<file path="config.mk">
export PLATFORM = sky130hd
export DESIGN_NAME = lookup_rule_loader
export DESIGN_NICKNAME = d
export VERILOG_FILES = /design/src/rtl/lookup_rule_loader.sv
export SDC_FILE = /design/constraint.sdc
export NUM_CORES = 1
export LEC_CHECK = 0
export ABC_AREA = 1
export CAP_MARGIN = 20
export CORE_MARGIN = 3
export CORE_UTILIZATION = 40
export DETAILED_ROUTE_END_ITERATION = 10
export GPL_TIMING_DRIVEN = 0
export PLACE_DENSITY = 0.8
export SYNTH_ARGS = -nofsm -noshare
export SYNTH_HDL_FRONTEND = slang
export SYNTH_SLANG_ARGS = --single-unit
</file>
<file path="constraint.sdc">
create_clock -name i_clk -period 5.95 [get_ports i_clk]
set_input_delay 1.785 -clock i_clk [delete_from_list [all_inputs] [get_ports i_clk]]
set_output_delay 1.785 -clock i_clk [all_outputs]
set_load 0.01 [all_outputs]
</file>
<file path="src/rtl/lookup_rule_loader.sv">
// lookup_rule_loader
//   Configuration-side writer for a parser/deparser stage's type-lookup rule
//   table. Consumes a framed 32-bit config stream, keeps only packets whose
//   header stage field matches STAGE_ID, assembles one rule in a shadow
//   register (LSB word first) and commits it with a one-cycle one-hot strobe.
//   CLEAR_ALL drives an all-ones strobe with zero rule data.
//
//   Ports:
//     i_clk, i_rst       clock, asynchronous active-high reset
//     i_cfg_valid/data/last, o_cfg_ready   config stream (valid/ready, framed)
//     o_rule_wren        RULE_NUM-wide write strobe (one-hot or all-ones)
//     o_type_rule        rule data, meaningful while o_rule_wren != 0
//     o_busy             FSM outside IDLE
//     o_err_cnt          saturating count of malformed packets for this stage
//     o_ack_valid, o_ack_status   end-of-packet acknowledge, present only when
//                        the LOADER_ACK_EN macro is defined
//                        (0 OK, 1 bad index, 2 length error, 3 bad opcode)
//
//   Header word: [31:24] opcode (0x01 WRITE, 0x02 CLEAR_ALL), [23:16] stage,
//   [15:8] reserved, [7:0] index.

package lookup_rule_pkg;
  typedef logic [79:0] type_rule_t;
endpackage

module lookup_rule_loader
  import lookup_rule_pkg::*;
#(
  parameter int         RULE_NUM   = 8,
  parameter int         RULE_WIDTH = $bits(type_rule_t),
  parameter logic [7:0] STAGE_ID   = 8'd0
) (
  input  logic                i_clk,
  input  logic                i_rst,
  input  logic                i_cfg_valid,
  input  logic [31:0]         i_cfg_data,
  input  logic                i_cfg_last,
  output logic                o_cfg_ready,
  output logic [RULE_NUM-1:0] o_rule_wren,
  output type_rule_t          o_type_rule,
  output logic                o_busy,
  output logic [15:0]         o_err_cnt
`ifdef LOADER_ACK_EN
  ,
  output logic                o_ack_valid,
  output logic [1:0]          o_ack_status
`endif
);

  localparam int WORDS = (RULE_WIDTH + 31) / 32;
  localparam int CNT_W = (WORDS > 1) ? $clog2(WORDS) : 1;
  localparam logic [CNT_W-1:0] LAST_WORD = CNT_W'(WORDS - 1);
  localparam logic [8:0] RULE_NUM_W = 9'(RULE_NUM);

  localparam logic [7:0] OP_WRITE = 8'h01;
  localparam logic [7:0] OP_CLEAR = 8'h02;

  localparam logic [1:0] ST_OK     = 2'd0;
  localparam logic [1:0] ST_BADIDX = 2'd1;
  localparam logic [1:0] ST_LEN    = 2'd2;
  localparam logic [1:0] ST_BADOP  = 2'd3;

  typedef enum logic [2:0] {S_IDLE, S_LOAD, S_COMMIT, S_CLEAR, S_DRAIN} state_t;

  state_t                state_q, state_d;
  logic [CNT_W-1:0]      cnt_q;
  logic [7:0]            idx_q;
  logic [RULE_WIDTH-1:0] shadow_q;
  logic                  pend_own_q, pend_own_d;
  logic [1:0]            pend_code_q, pend_code_d;

  logic       accept;
  logic       load_hdr, load_word, clear_shadow;
  logic       end_own;
  logic [1:0] end_code;
  logic       hdr_err;
  logic [1:0] hdr_code;

  function automatic logic [15:0] sat_inc16(input logic [15:0] v);
    return (v == 16'hFFFF) ? v : v + 16'd1;
  endfunction

  assign o_cfg_ready = (state_q != S_COMMIT) && (state_q != S_CLEAR);
  assign accept      = i_cfg_valid && o_cfg_ready;
  assign o_busy      = (state_q != S_IDLE);
  assign o_type_rule = type_rule_t'(shadow_q);

  always_comb begin
    o_rule_wren = '0;
    if (state_q == S_CLEAR) begin
      o_rule_wren = '1;
    end else if (state_q == S_COMMIT) begin
      for (int i = 0; i < RULE_NUM; i++) o_rule_wren[i] = (idx_q == 8'(i));
    end
  end

  // Next-state and per-beat control. A packet that ends on a beat it was
  // addressed by raises end_own with its status; errors found at the header
  // or mid-payload are parked in pend_* until DRAIN sees the last beat.
  always_comb begin
    state_d      = state_q;
    pend_own_d   = pend_own_q;
    pend_code_d  = pend_code_q;
    load_hdr     = 1'b0;
    load_word    = 1'b0;
    clear_shadow = 1'b0;
    end_own      = 1'b0;
    end_code     = ST_OK;
    hdr_err      = 1'b0;
    hdr_code     = ST_OK;
    unique case (state_q)
      S_IDLE: begin
        if (accept) begin
          if (i_cfg_data[23:16] != STAGE_ID) begin
            pend_own_d = 1'b0;
            state_d    = i_cfg_last ? S_IDLE : S_DRAIN;
          end else if (i_cfg_data[31:24] == OP_WRITE) begin
            if ({1'b0, i_cfg_data[7:0]} >= RULE_NUM_W) begin
              hdr_err  = 1'b1;
              hdr_code = ST_BADIDX;
            end else if (i_cfg_last) begin
              hdr_err  = 1'b1;
              hdr_code = ST_LEN;
            end else begin
              load_hdr = 1'b1;
              state_d  = S_LOAD;
            end
          end else if (i_cfg_data[31:24] == OP_CLEAR) begin
            if (i_cfg_last) begin
              clear_shadow = 1'b1;
              end_own      = 1'b1;
              end_code     = ST_OK;
              state_d      = S_CLEAR;
            end else begin
              hdr_err  = 1'b1;
              hdr_code = ST_LEN;
            end
          end else begin
            hdr_err  = 1'b1;
            hdr_code = ST_BADOP;
          end
          if (hdr_err) begin
            if (i_cfg_last) begin
              end_own  = 1'b1;
              end_code = hdr_code;
              state_d  = S_IDLE;
            end else begin
              pend_own_d  = 1'b1;
              pend_code_d = hdr_code;
              state_d     = S_DRAIN;
            end
          end
        end
      end
      S_LOAD: begin
        if (accept) begin
          load_word = 1'b1;
          if (i_cfg_last) begin
            end_own  = 1'b1;
            end_code = (cnt_q == LAST_WORD) ? ST_OK : ST_LEN;
            state_d  = (cnt_q == LAST_WORD) ? S_COMMIT : S_IDLE;
          end else if (cnt_q == LAST_WORD) begin
            pend_own_d  = 1'b1;
            pend_code_d = ST_LEN;
            state_d     = S_DRAIN;
          end
        end
      end
      S_COMMIT: state_d = S_IDLE;
      S_CLEAR:  state_d = S_IDLE;
      S_DRAIN: begin
        if (accept && i_cfg_last) begin
          end_own  = pend_own_q;
          end_code = pend_code_q;
          state_d  = S_IDLE;
        end
      end
      default: state_d = S_IDLE;
    endcase
  end

  always_ff @(posedge i_clk or posedge i_rst) begin
    if (i_rst) begin
      state_q     <= S_IDLE;
      cnt_q       <= '0;
      idx_q       <= '0;
      pend_own_q  <= 1'b0;
      pend_code_q <= ST_OK;
      o_err_cnt   <= '0;
    end else begin
      state_q     <= state_d;
      pend_own_q  <= pend_own_d;
      pend_code_q <= pend_code_d;
      if (load_hdr) begin
        idx_q <= i_cfg_data[7:0];
        cnt_q <= '0;
      end else if (load_word) begin
        cnt_q <= CNT_W'(cnt_q + 1'b1);
      end
      if (end_own && (end_code != ST_OK)) o_err_cnt <= sat_inc16(o_err_cnt);
    end
  end

  // Shadow rule: word k lands in bits [32k+31:32k]; bits past RULE_WIDTH in
  // the final word have no home and are dropped.
  always_ff @(posedge i_clk or posedge i_rst) begin
    if (i_rst) begin
      shadow_q <= '0;
    end else if (clear_shadow) begin
      shadow_q <= '0;
    end else if (load_word) begin
      for (int b = 0; b < RULE_WIDTH; b++) begin
        if (CNT_W'(b / 32) == cnt_q) shadow_q[b] <= i_cfg_data[b % 32];
      end
    end
  end

`ifdef LOADER_ACK_EN
  always_ff @(posedge i_clk or posedge i_rst) begin
    if (i_rst) begin
      o_ack_valid  <= 1'b0;
      o_ack_status <= 2'd0;
    end else begin
      o_ack_valid  <= end_own;
      o_ack_status <= end_own ? end_code : 2'd0;
    end
  end
`endif

endmodule

</file>
# After elaboration in Yosys (flattened, before gate mapping)
# Index checks and enable logic that the tools add are counted.
# W data, S select, Z words.
[totals]
output_inout_bits = 106
wordCells = 223
register_bits = 112
input_bits = 36
[classes]
add_sub_neg = 2
order_cmp = 1
mux = 156
n_bitwise = 1
reduce_logical = 23
n_eq_ne = 31
[op_table]
columns = ["cell", "n"]
rows = [
  ["$mux W80", 2],
  ["$mux W1", 112],
  ["$mux W2", 22],
  ["$mux W3", 13],
  ["$eq A8 B3 Y1 const B", 4],
  ["$eq A8 B2 Y1 const B", 3],
  ["$ne A5 B5 Y1 const B", 4],
  ["$add A16 B1 Y16 const B", 1],
  ["$eq A16 B16 Y1 const B", 1],
  ["$eq A8 B1 Y1 const B", 2],
  ["$mux W8", 2],
  ["$ne A2 B2 Y1 const B", 7],
  ["$reduce_bool A2 Y1", 7],
  ["$pmux W3 S3", 1],
  ["$ge A8 B4 Y1 const B", 1],
  ["$logic_not A8 Y1", 1],
  ["$reduce_and A2 Y1", 4],
  ["$reduce_and A8 Y1", 1],
  ["$reduce_bool A8 Y1", 1],
  ["$reduce_and A7 Y1", 1],
  ["$eq A3 B2 Y1 const B", 2],
  ["$ne A3 B2 Y1 const B", 2],
  ["$pmux W2 S3", 1],
  ["$reduce_and A5 Y1", 1],
  ["other kinds (15)", 18],
]

# Logic depth before layout (Yosys ltp)
[logic_depth]
word_depth = 12
mapped_depth = 12

# Worst setup path before layout
# No wires, ideal clock.
[synth_path]
path_kind = "input to register"
startpoint = "in i_cfg_data[23]"
endpoint = "reg shadow_q[64], in the netlist o_type_rule[64]"
t_arrival_ns = 2.906
stages = 10
setup_ns = 0.118
path_slack_ns = 2.926
required_time_ns = 5.832
path_buffers = 2
cell_sequence = "nor2_1 nand2_1 nor2_2 nand2_1 nor3_2 inv_2 buf_4 buf_6 nand3_1 nand2_1"
[synth_via]
elab_chain_len = 6
elab_cells_between_ends = 8
cone_classes = "mux (4); reduce/logical (4)"
[synth_lines]
columns = ["item", "line_no", "rtl"]
rows = [
  ["start: declaration", "36", "input logic [31:0] i_cfg_data,"],
  ["$reduce_bool A8 Y1 *", "114", "if (i_cfg_data[23:16] != STAGE_ID) begin"],
  ["$mux W1 *", "114", ""],
  ["$mux W1 *", "113", "if (accept) begin"],
  ["$mux W1 *", "111", "unique case (state_q)"],
  ["$reduce_bool A2 Y1 (no source line)", "n/a", ""],
  ["$reduce_and A2 Y1 (no source line)", "n/a", ""],
  ["end signal: indexed assignment", "213", "if (CNT_W'(b / 32) == cnt_q) shadow_q[b] <= i_cfg_data[b % 32];"],
  ["end: declaration", "68", "logic [RULE_WIDTH-1:0] shadow_q;"],
]
# Every way passes the cells marked *; elsewhere a longest branch is shown, timed or not.
# A chain may end at the register's enable or synchronous reset.

# Worst setup path in the final report
[layout_path]
startpoint = "reg idx_q[5]"
endpoint = "out o_rule_wren[0]"
[layout_via]
elab_chain_len = 3
[layout_lines]
columns = ["item", "line_no", "rtl"]
rows = [
  ["start: declaration", "67", "logic [7:0] idx_q;"],
  ["start signal: assignment", "195", "idx_q <= i_cfg_data[7:0];"],
  ["$logic_not A8 Y1", "93", "for (int i = 0; i < RULE_NUM; i++) o_rule_wren[i] = (idx_q == 8'(i));"],
  ["$mux W8", "92", "end else if (state_q == S_COMMIT) begin"],
  ["$mux W8", "90", "if (state_q == S_CLEAR) begin"],
  ["end: declaration", "39", "output logic [RULE_NUM-1:0] o_rule_wren,"],
]
# No other way between the ends.

==> summary.md <==
| Metric | Value |
|---|---|
| Status | finished clean |
| R2R depth | 8 |
| Num rows | 41 |
| Starting Density | 41.23% |
| Crit path arrival time | 2.14 ns |
| CP startpoint kind | flip-flop |
| Post-DP HPWL | 10,590 um |
| # hold bufs at CTS | 0 |
| Die area | 14,470 um2 |
| Complex-gate fraction of the synthesized area | 2.108% |
| Worst-path clk slew | 0.07 ns |
| Die height | 120.3 um |
| Crit path max fanout | 3 |
| Syn nets | 695 |
| Vias/cell | 4.828 |
| Port Buffer Count | 141 |
| Number of global-route vias before repair | 4,408 |
| Largest net degree at the start of global routing | 58 |
| Top cell type's share of synthesized area | 53.65% |
| CTS sink cnt | 112 |
| Critical path's slowest cell | clkdlybuf4s50_1 |
| Wire per inst | 14.49 um |
| Largest family of logic cells by synthesized area | simple AND/OR/NAND/NOR gates |
| RSZ-0062 raised after global routing | false |
| Max-slew violations | 0 |
| Ports | 142 |
| Final min period | 3.922 ns |
| Pwr dens | 266.0 nW/um2 |
| Initial antenna violation count | 0 |
| Xor and xnor area share after synthesis | 2.347% |
| Register area share after synthesis | 53.65% |
| Core ar. | 12,670 um2 |
| Worst skew pair latency | 0.36 ns |
| Cells after Synth | 655 |
| Setup TNS | 0 ns |
| Total setup buffers inserted after CTS | 0 |
| Worst Hold Class | flip-flop to flip-flop |
| Least-Margin Pin Slew | 0.7505 ns |
| Ys Warns | 0 |
| Final wirelength | 14,280 um |
| Clk root buf | clkbuf_16 |
| CTS tree | done |
| Antenna viol nets, final | 0 |
| DRC Markers | 0 |
| Distinct cells, synth | 26 |
| Max Buffers Root-to-Sink | 2 |
| Crit. End Element | output port |
| Final hold viol count | 0 |
| Pwr Total | 1.913 mW |
| GRT Total Usage | 19.76% |
| First-pass GRT wire length | 22,720 um |
| Htree depth | 3 |
| Final Wtd Congestion | 0.8833 |
| Simple-gate share of the synthesized area | 34.99% |
| Commonest non-fill, non-tap cells in the layout | 271 x nand2_1, 141 x clkdlybuf4s50_1, 112 x dfrtp_1 |
| CP cell instances | nor4_1, nand3_1, o21ai_0, clkdlybuf4s50_1 |
| Peak supply drop | 0.1876 mV |
| Top cell type by total area after synthesis | dfrtp_1 |
| Yosys reg bits | 112 |
| Pre-CTS setup slack | 2.089 ns |
| Inserted Clock Buffers | 9 |
| Adder-cell share of the synthesized area | 0.9581% |
| R2R setup slack | 3.97 ns |
| First-pass iteration count of the detailed router | 4 |
| Vias after detailed routing | 4,756 |
| Top post-synthesis cells by area | dfrtp_1 54%, nand2_1 19%, nand3_1 10% |
| Final Cell Area | 7192 um2 |
| DP Area | 6880 um2 |
| Slew headroom | 49.58% |
| Die width | 120.3 um |
| Hold path cells | 2 |
| Layout cells sized above 1 | 6.027% |
| FMAX | 255.0 MHz |
| Req. time, crit path | 4.16 ns |
| Area added between synthesis and finish | 37.68% |
| Delay of the slowest critical-path stage | 0.56 ns |
| Nets | 848 |
| Post-CTS sizing | 0 |
| Max Clock Skew | 0.01623 ns |
| Setup violations, final | 0 |
| Fin cells | 985 |
| Mux cell area share after synthesis | 0% |
| Max-Cap Viols | 0 |
| Syn Std Cell Area | 5224 um2 |
| Gr ovfl total | 0 |
| ANT cells | 0 |
| CP Class | flip-flop to output port |
| Commonest non-fill, non-tap cell in the layout | nand2_1 |
| 1st-iter DRT viols | 342 |
| Final period utilization | 65.92% |
| Cells after DPL | 969 |
| Setup ws final | 2.028 ns |
| Avg Cell Area, Syn | 7.975 um2 |
| LEAKAGE | 3.633 nW |
layout make-up:
cell class                 instances  area, um2
buffer                            24      148.9
fill                            1145       5479
multi-input combinational        476       2111
clock buffer                       9      225.2
clock inverter                     7      86.33
inverter                          43      163.9
timing repair buffer             142       1439
sequential                       112       2803
tap                              172      215.2
final timing paths:
path,start,endpoint
max,idx_q[5],o_rule_wren[0]
min,o_type_rule[56],o_type_rule[56]
max reg2reg,state_q[1],o_type_rule[70]
min reg2reg,o_type_rule[56],o_type_rule[56]
max in group asynchronous,i_rst,o_type_rule[20]
min in group asynchronous,i_rst,o_type_rule[65]
Yosys cell counts, drive strengths merged:
cell and number:
o31ai 1, ha 4, clkbuf 6, nand4 2, buf 18, nor2 51, o21ai 15, inv 43
xor2 7, a21boi 1, nor4 1, nand3 104, dfrtp 112, nand2 273, nand3b 3, xnor2 7
nor3 3, a21oi 4
metrics by stage:
stage | hold slack, ns | utilization (%)
finish | 0.4721 | 56.76
global route | 0.4946 | 56.76
detailed placement | 0.4574 | 54.30
CTS | 0.4762 | 56.76
floorplan | 0.4438 | -
global placement | 0.4537 | 54.06
report_power, final:
part / internal, mW / switching [mW] / total, mW
Sequential: 0.841 / 0.0509 / 0.892
Clock: 0.334 / 0.297 / 0.631
Combinational: 0.198 / 0.192 / 0.390
worst max-delay path, delay by kind of cell (launching register included):
| family | cells | cell delay [ns] |
|---|---|---|
| flops | 1 | 0.38 |
| compound gates | 1 | 0.20 |
| simple gates | 2 | 0.64 |
| buf+inv | 1 | 0.56 |
routing by layer:
| metal | GRT usage, % | vias to the layer above | share of wire, % |
|---|---|---|---|
| li1 | - | 2377 | - |
| met5 | 0 | - | 0 |
| met3 | 4.818 | 23 | 5.9 |
| met4 | 7.365 | 0 | 2.8 |
| met1 | 26.77 | 2218 | 46 |
| met2 | 30.98 | 138 | 46 |
registers in the layout (all words and copies together), names as in the netlist:
register,cells
cnt_q,2
idx_q,8
o_err_cnt,16
o_type_rule,80
pend_code_q,2
pend_own_q,1
state_q,3
kinds of logic (layout without fill, tap and decap cells):
| kind of cell | after synthesis | after routing |
|---|---|---|
| buffers and inverters | 67 | 225 |
| AND/OR/NAND/NOR | 437 | 437 |
| AO/OA/AOI/OAI | 21 | 21 |
| XOR/XNOR | 14 | 14 |
| adder cells (fa/ha/maj) | 4 | 4 |
| flip-flops | 112 | 112 |
Note: power is estimated with default switching activity, not from simulation.
